`src/rtl/wshb_arbiter.sv`:
```
`default_nettype none
// ============================================================================
//  Module      : wshb_arbiter
//  Description : Two-master / one-slave Wishbone arbiter for the shared SDRAM
//                port. Master 0 is the video framebuffer reader and master 1
//                is the framebuffer writer. Grants switch only at transaction
//                boundaries. Bus occupancy is bounded by HOLD_MAX acks.
//                Optional macro WSHB_ARB_VIDEO_PRIO_EN gives master 0
//                absolute priority instead of round-robin/HOLD_MAX fairness.
//  Revision    : 1.0 - initial release
// ============================================================================
module wshb_arbiter #(
    parameter int DW       = 32,
    parameter int AW       = 32,
    parameter int HOLD_MAX = 16
) (
    input  logic              clk,
    input  logic              rst,
    // master 0 (video reader)
    input  logic              m0_cyc,
    input  logic              m0_stb,
    input  logic              m0_we,
    input  logic [AW-1:0]     m0_adr,
    input  logic [DW/8-1:0]   m0_sel,
    input  logic [DW-1:0]     m0_dat_ms,
    output logic [DW-1:0]     m0_dat_sm,
    output logic              m0_ack,
    // master 1 (framebuffer writer)
    input  logic              m1_cyc,
    input  logic              m1_stb,
    input  logic              m1_we,
    input  logic [AW-1:0]     m1_adr,
    input  logic [DW/8-1:0]   m1_sel,
    input  logic [DW-1:0]     m1_dat_ms,
    output logic [DW-1:0]     m1_dat_sm,
    output logic              m1_ack,
    // slave
    output logic              s_cyc,
    output logic              s_stb,
    output logic              s_we,
    output logic [AW-1:0]     s_adr,
    output logic [DW/8-1:0]   s_sel,
    output logic [DW-1:0]     s_dat_ms,
    input  logic [DW-1:0]     s_dat_sm,
    input  logic              s_ack
);

    localparam int              c_CW       = $clog2(HOLD_MAX + 1);
    localparam logic [c_CW-1:0] c_HOLD_MAX = HOLD_MAX[c_CW-1:0];

    localparam logic [1:0] c_IDLE = 2'd0;
    localparam logic [1:0] c_OWN0 = 2'd1;
    localparam logic [1:0] c_OWN1 = 2'd2;

    logic [1:0]      r_state;
    logic            r_rr_last;
    logic [c_CW-1:0] r_hold_cnt;

    logic            w_req0;
    logic            w_req1;
    logic            w_own0;
    logic            w_own_cyc;
    logic            w_own_stb;
    logic            w_req_other;
    logic            w_boundary;
    logic            w_yield;
    logic [c_CW-1:0] w_cnt_next;
    logic [1:0]      w_other_state;

    assign w_req0 = m0_cyc & m0_stb;
    assign w_req1 = m1_cyc & m1_stb;
    assign w_own0 = (r_state == c_OWN0);

    // Owner-relative view so that both OWN states share one set of rules
    assign w_own_cyc     = w_own0 ? m0_cyc : m1_cyc;
    assign w_own_stb     = w_own0 ? m0_stb : m1_stb;
    assign w_req_other   = w_own0 ? w_req1 : w_req0;
    assign w_other_state = w_own0 ? c_OWN1 : c_OWN0;

    // A boundary is a completed beat or an idle strobe; never mid-beat
    assign w_boundary = s_ack | ~w_own_stb;

    // Ack count including the current ack, saturating so it never wraps
    assign w_cnt_next = (s_ack && (r_hold_cnt != c_HOLD_MAX)) ? r_hold_cnt + 1'b1 : r_hold_cnt;

`ifdef WSHB_ARB_VIDEO_PRIO_EN
    // Video reader preempts the writer at its next boundary; the writer only
    // gets in when the reader's FIFO throttles its strobe
    assign w_yield = w_own0 ? (~m0_stb & w_req1) : (w_boundary & w_req0);
`else
    logic w_hold_expired;
    assign w_hold_expired = (w_cnt_next >= c_HOLD_MAX);
    // Yield on an idle strobe, or after the hold budget is spent
    assign w_yield = w_req_other & w_boundary & (~w_own_stb | w_hold_expired);
`endif

    // Grant state machine with round-robin memory and hold counter
    always_ff @(posedge clk) begin
        if (rst) begin
            r_state    <= c_IDLE;
            r_rr_last  <= 1'b1;
            r_hold_cnt <= '0;
        end else begin
            case (r_state)
                c_IDLE: begin
                    r_hold_cnt <= '0;
                    if (w_req0 && w_req1) begin
`ifdef WSHB_ARB_VIDEO_PRIO_EN
                        r_state   <= c_OWN0;
                        r_rr_last <= 1'b0;
`else
                        r_state   <= r_rr_last ? c_OWN0 : c_OWN1;
                        r_rr_last <= ~r_rr_last;
`endif
                    end else if (w_req0) begin
                        r_state   <= c_OWN0;
                        r_rr_last <= 1'b0;
                    end else if (w_req1) begin
                        r_state   <= c_OWN1;
                        r_rr_last <= 1'b1;
                    end
                end
                c_OWN0, c_OWN1: begin
                    if (!w_own_cyc) begin
                        r_hold_cnt <= '0;
                        if (w_req_other) begin
                            r_state   <= w_other_state;
                            r_rr_last <= w_own0;
                        end else begin
                            r_state <= c_IDLE;
                        end
                    end else if (w_yield) begin
                        r_hold_cnt <= '0;
                        r_state    <= w_other_state;
                        r_rr_last  <= w_own0;
                    end else begin
                        r_hold_cnt <= w_cnt_next;
                    end
                end
                default: begin
                    r_state    <= c_IDLE;
                    r_hold_cnt <= '0;
                end
            endcase
        end
    end

    // Read data is broadcast; only the owner's handshake is routed
    assign m0_dat_sm = s_dat_sm;
    assign m1_dat_sm = s_dat_sm;

    // Slave-side mux and ack steering, driven from the registered grant
    always_comb begin
        s_cyc    = 1'b0;
        s_stb    = 1'b0;
        s_we     = 1'b0;
        s_adr    = '0;
        s_sel    = '0;
        s_dat_ms = '0;
        m0_ack   = 1'b0;
        m1_ack   = 1'b0;
        case (r_state)
            c_OWN0: begin
                s_cyc    = m0_cyc;
                s_stb    = m0_stb;
                s_we     = m0_we;
                s_adr    = m0_adr;
                s_sel    = m0_sel;
                s_dat_ms = m0_dat_ms;
                m0_ack   = s_ack;
            end
            c_OWN1: begin
                s_cyc    = m1_cyc;
                s_stb    = m1_stb;
                s_we     = m1_we;
                s_adr    = m1_adr;
                s_sel    = m1_sel;
                s_dat_ms = m1_dat_ms;
                m1_ack   = s_ack;
            end
            default: begin
                s_cyc = 1'b0;
            end
        endcase
    end

endmodule
`default_nettype wire

```
`config.mk`:
```
export PLATFORM = sky130hd
export DESIGN_NAME = wshb_arbiter
export DESIGN_NICKNAME = d
export VERILOG_FILES = /design/src/rtl/wshb_arbiter.sv
export SDC_FILE = /design/constraint.sdc
export NUM_CORES = 1
export LEC_CHECK = 0
export ABC_CLOCK_PERIOD_IN_PS = 1950
export CAP_MARGIN = 20
export CORE_AREA = 10 10 115 117
export CTS_CLUSTER_SIZE = 25
export DETAILED_ROUTE_END_ITERATION = 12
export DIE_AREA = 0 0 125 127
export DONT_BUFFER_PORTS = 1
export MAX_ROUTING_LAYER = met4
export SETUP_SLACK_MARGIN = 0.3
export SYNTH_ARGS = -nofsm -noshare
export SYNTH_HDL_FRONTEND = slang
export SYNTH_SLANG_ARGS = --single-unit
```
`constraint.sdc`:
```
create_clock -name clk -period 1.95 [get_ports clk]
set_input_delay 0.4875 -clock clk [delete_from_list [all_inputs] [get_ports clk]]
set_output_delay 0.4875 -clock clk [all_outputs]
set_load 0.005 [all_outputs]
```
==> flow_summary.yaml, run 1 <==
run_status:
  status: "finished, violations left"
  failed_checks: "negative setup slack"
cells_and_area:
  num-nets-final: 351
  final_cell_mix: "56 x a22o_1, 14 x a22o_4, 9 x clkbuf_16, 6 x nand2_1, 6 x dfxtp_1"
  regArea_sq_um: 168
  area_growth_pct: 16.7
  drive_gt1_share_pct: 34.7
  finalNonFillerCells: 310
  fill_cells: 1187
  final_common_cell: "a22o_1"
  num_antenna_cells: 0
  multi_input_area_sq_mm: 0.00122
floorplanning:
  initial_core_util_pct: 15.9
  io_pins: 314
  core_sq_mm: 0.0111
  die_height_um: 127
  die_x_um: 125
  design.die.area_sq_mm: 0.0159
  placementRows: 39
global_route:
  grt_pass1_wl_um: 12300
  first_global_vias: 1589
  antenna_found_initial: 0
  grt-ovfl-total: 0
  grt_util_all_layers_pct: 10.1
  grt_start_max_net_pins: 33
drt:
  wl_um: 10000
  dr.pass1.iters: 4
  vias: 1605
  vias_per_cell: 5.18
  drc: 0
  drtIter0Drc: 55
  wire_per_inst_um: 32.4
  ant_nets: 0
power_and_ir_drop:
  total_power_uw: 2220
  vdd_drop_max_mv: 0.581
  p_leak_uw: 0.000782
  power.density_mw_per_mm2: 1070
placement:
  gp_congestion: 0.748
  place_inst: 289
  port_buffers: 0
  dp.final_hpwl_um: 7420
critical_path:
  cp_num_buf_inv: 3
  crit_family: "flip-flops"
  crit_path_start: "r_state[0]"
  crit_type: "flop to primary output"
  timing.rr.start: "r_state[0]"
  max_stage_delay_ns: 0.36
  crit_fanout: 15
  end_kind: "primary output"
  cp_cell_sequence: "inv_4, ha_4, and2_4, buf_12, buf_16, a22o_1"
  crit_path_top_delay_cell: "dfxtp_4"
  cp-start-kind: "flop"
  cp_data_arrival_time_ns: 1.61
  worst-endpoint-required_ns: 1.46
yosys:
  seq_area_frac_synth_pct: 9.05
  syn-instance-count: 223
  yosysWarningCount: 0
  syn_nets: 406
  ys_ff_latch: 8
  synth_area_sq_mm: 0.00177
  netlist_top_cells_area: "a22o_1 35%, buf_4 27%, dfxtp_1 9.0%, ha_1 4.2%, clkbuf_1 3.4%"
  yosysTopAreaCell: "a22o_1"
  synth_top_area_share_pct: 34.6
  avgSynthCellArea_sq_um: 7.94
  synth_cell_types: 34
timing:
  maxSlewViolCount: 0
  finalCritPeriodShare_pct: 108
  rsz0062_at_grt: "true"
  fmax_mhz: 476
  tightest_slew_ns: 0.254
  hold_ws_ns: 0.309
  skew_ns: 0.00853
  hold_viol: 0
  setup_slack_ns: -0.150
  slew_headroom_pct: 83.0
  period_minus_slack_ns: 2.10
  setup_viol: 70
clocking:
  htree_levels: 1
  cts_tree: "built"
  cts_root_buf: "clkbuf_16"
  clkTransAtPathRegs_ns: 0.04
  clock_latency_ns: 0.23
  numClockSinks: 8
  clk_path_buf_depth: 2
  cts_made_buffers: 3
hold_path:
  hold_class: "input port to flop"
  hold_start: "rst"
flow_run:
  max-cap-violations: 0
[area by class of cell]
| type | instances | area share, % |
|---|---|---|
| flip-flops and latches | 8 | 8.11 |
| well taps | 143 | 8.66 |
| clock buffers | 4 | 3.81 |
| inverters | 5 | 1.15 |
| multi-input cells | 129 | 59.1 |
| repair buffers | 21 | 19.2 |
[synthesized netlist by cell type]
cell type  number
xor2_1          3
a22o_1         70
and3_1          2
a22oi_1         1
a221o_1         1
a2111o_1        1
o21ai_0         4
nand4bb_1       1
buf_4          64
and2_1          4
o22ai_1         1
or4_1           1
nand4_1         1
nand3_1         2
nand2_1         6
buf_6           1
ha_1            6
a21oi_1         3
dfxtp_1         8
clkbuf_1       16
nor2b_1         1
o221ai_2        1
a21oi_2         1
mux2_4          1
xnor2_1         1
o21ai_1         1
o32a_1          1
nor2_1          7
nand2b_1        3
inv_1           5
nand4_2         1
or2b_1          1
mux2i_1         2
or3_1           1
[logic make-up (layout without fill, tap and decap cells)]
group                    after synthesis  in the layout  share of synthesized area [%]
AO/OA/AOI/OAI                         85             85                           40.8
buffers and inverters                 86             30                           32.2
flip-flops                             8              8                           9.05
AND/OR/NAND/NOR                       31             31                           9.75
XOR/XNOR                               4              4                           1.98
multiplexers                           3              3                           1.98
adder cells (fa/ha/maj)                6              6                           4.24
[per-stage QoR]
stage	cell area (sq um)	TNS, ns	worst slack [ns]	utilization [%]
floorplan	1970	0	0.125	-
global placement	1510	0	0.145	13.6
detailed placement	1510	0	0.113	13.6
CTS	1770	-8.11	-0.138	15.9
global route	2070	-11.49	-0.187	18.6
finish	2070	-8.53	-0.150	18.6
[report_power, final]
group	internal, uW	switching (uW)
registers	204	32.3
logic	861	765
clock network	273	84.8
total	1340	882
[per-layer routing]
| layer | global-route usage [%] | vias to the layer above | part of all wire [%] |
|---|---|---|---|
| li1 | - | 661 | - |
| met1 | 10.6 | 757 | 38 |
| met2 | 16.5 | 187 | 48 |
| met3 | 6.24 | 0 | 14 |
| met4 | 0.678 | 0 | 0 |
| met5 | - | - | 0 |
[timing repair]
action                     4_1_cts  5_1_grt
hold endpoints to repair         0        0
gates cloned                     2        9
hold buffers                     0        0
pin swaps                        6       17
setup endpoints to repair       74       79
gates resized for setup         11       18
buffers inserted                 6        0
[path summary, 6_finish.rpt]
check	end	slack (ns)	cells past startpoint
min	r_state[0]	0.31	1
min reg2reg	r_rr_last	0.49	1
max	s_adr[28]	-0.15	6
max reg2reg	r_rr_last	0.06	7
Power figures use the tool's default switching activity.
==> run 2: changes to the inputs <==
- CORE_AREA: 10 10 115 117 -> 10 10 113 115
- DIE_AREA: 0 0 125 127 -> 0 0 123 125
- SKIP_CTS_REPAIR_TIMING: not set -> 1
==> run 2 against run 1 <==
Against the previous run:
- the flow still finishes with violations (negative setup slack)
- sequential cell count unchanged
- clock-buffer cell count unchanged
- worst setup slack lost 0.0040 ns
- maximum frequency is 0.19% lower
==> flow_summary.yaml, run 2 (synthesis gave the netlist of run 1 again) <==
run_status:
  status: "finished, violations left"
  failed_checks: "negative setup slack"
clocking:
  numClockSinks: 8
  clk_path_buf_depth: 2
  clock_latency_ns: 0.24
  htree_levels: 1
  clkTransAtPathRegs_ns: 0.05
  cts_tree: "built"
  cts_root_buf: "clkbuf_8"
  cts_made_buffers: 3
cells_and_area:
  fill_cells: 1146
  area_growth_pct: 14.1
  num-nets-final: 362
  drive_gt1_share_pct: 35.4
  final_cell_mix: "63 x a22o_1, 8 x and2_4, 8 x buf_4, 7 x a22o_4"
  final_common_cell: "a22o_1"
  finish.utilization_pct: 19.0
  regArea_sq_um: 168
  num_antenna_cells: 0
  multi_input_area_sq_mm: 0.00125
power_and_ir_drop:
  total_power_uw: 2310
  vdd_drop_max_mv: 0.755
  power.density_mw_per_mm2: 1140
  p_leak_uw: 0.000756
hold_path:
  hold_start: "rst"
  whs_endpoint: "r_state[0]"
  hold_class: "input port to flop"
  holdPathStages: 1
critical_path:
  timing.rr.start: "r_state[1]"
  max_stage_delay_ns: 0.36
  crit_family: "flip-flops"
  end_kind: "primary output"
  crit_fanout: 8
  worstReg2RegEnd: "r_rr_last"
  ff2ff_path_depth: 8
  cp-start-kind: "flop"
  cp_cell_sequence: "inv_4, ha_4, buf_6, and2_4, clkbuf_16, a22o_1"
  reg2reg_setup_slack_ns: 0
  cp_num_buf_inv: 3
  worst-endpoint-required_ns: 1.46
  cp_data_arrival_time_ns: 1.62
  crit_path_start: "r_state[1]"
  crit_path_top_delay_cell: "dfxtp_4"
  crit_type: "flop to primary output"
global_route:
  grt-ovfl-total: 0
  first_global_vias: 1512
  grt_util_all_layers_pct: 9.02
  grt_start_max_net_pins: 71
  antenna_found_initial: 0
  grt_pass1_wl_um: 10700
timing:
  hold_viol: 0
  period_minus_slack_ns: 2.10
  finalCritPeriodShare_pct: 108
  skew_ns: 0.00743
  fmax_mhz: 475
  maxSlewViolCount: 0
  setup_slack_ns: -0.154
  slew_headroom_pct: 82.6
  setup_viol: 72
  tightest_slew_ns: 0.258
  rsz0062_at_grt: "true"
placement:
  gp_congestion: 0.831
  port_buffers: 0
  pre_cts_slack_ns: -0.176
  dp.final_hpwl_um: 7010
floorplanning:
  die_x_um: 123
  design.die.area_sq_mm: 0.0154
  io_pins: 314
  core_sq_mm: 0.0106
  die_height_um: 125
  initial_core_util_pct: 16.7
  placementRows: 38
drt:
  drc: 0
  ant_nets: 0
  wl_um: 11300
  dr.pass1.iters: 4
  wire_per_inst_um: 35.6
  vias_per_cell: 5.57
  drtIter0Drc: 99
  vias: 1772
flow_run:
  max-cap-violations: 0
run 2: cell types whose count changed in the layout (fill, tap and decap cells not counted), moves of 4 or more:
cell and change:
buf_4 +4, a22o_1 +7, clkbuf_16 -4, and2_4 +6
a22o_4 -7
run 2: per-layer routing:
layer / global-route usage, % / wire, um / share of wire (%) / vias up
li1: - / - / - / 691
met1: 9.38 / 4610 / 41 / 887
met2: 15.5 / 5480 / 48 / 189
met3: 4.50 / 1200 / 11 / 5
met4: 0.891 / 46 / 0.41 / 0
met5: - / 0 / 0 / -
run 2: worst register-to-register path: cells and delay by family, from the launching register on:
kind / cells / cell delay, ns
adders and majority gates: 1 / 0.18
DFF: 1 / 0.36
and+or+nand+nor: 1 / 0.39
AOI/OAI and AO/OA: 3 / 0.59
buffers and inverters: 3 / 0.33
run 2: stage by stage:
step | TNS (ns) | hold WS [ns] | cells | area, sq um
after floorplan | 0 | 0.461 | 223 | 1970
after global placement | -3.72 | 0.476 | 287 | 1490
after detailed placement | -7.12 | 0.481 | 287 | 1490
after CTS | -25.07 | 0.301 | 291 | 1540
after global routing | -13.18 | 0.289 | 318 | 2020
final | -8.65 | 0.300 | 318 | 2020
run 2: worst max-delay path by stage:
stage	endpoint	slack, ns	depth (start not counted)
floorplan	r_rr_last	0.12	8
global placement	s_dat_ms[4]	-0.13	4
detailed placement	s_dat_ms[4]	-0.18	4
CTS	s_dat_ms[4]	-0.44	4
global route	s_dat_ms[5]	-0.22	6
finish	s_dat_ms[5]	-0.15	6
run 2: layout make-up:
type,count,area share (%)
Multi-Input combinational cell,137,62.1
Timing Repair Buffer,24,17.5
Tap cell,140,8.67
Sequential cell,8,8.30
Clock buffer,4,2.23
Inverter,5,1.18
run 2: power breakdown:
group          internal (uW)  leakage [uW]  switching (uW)
sequential               204     0.0000664            27.8
combinational            920      0.000666             941
clock                    142     0.0000228            73.5
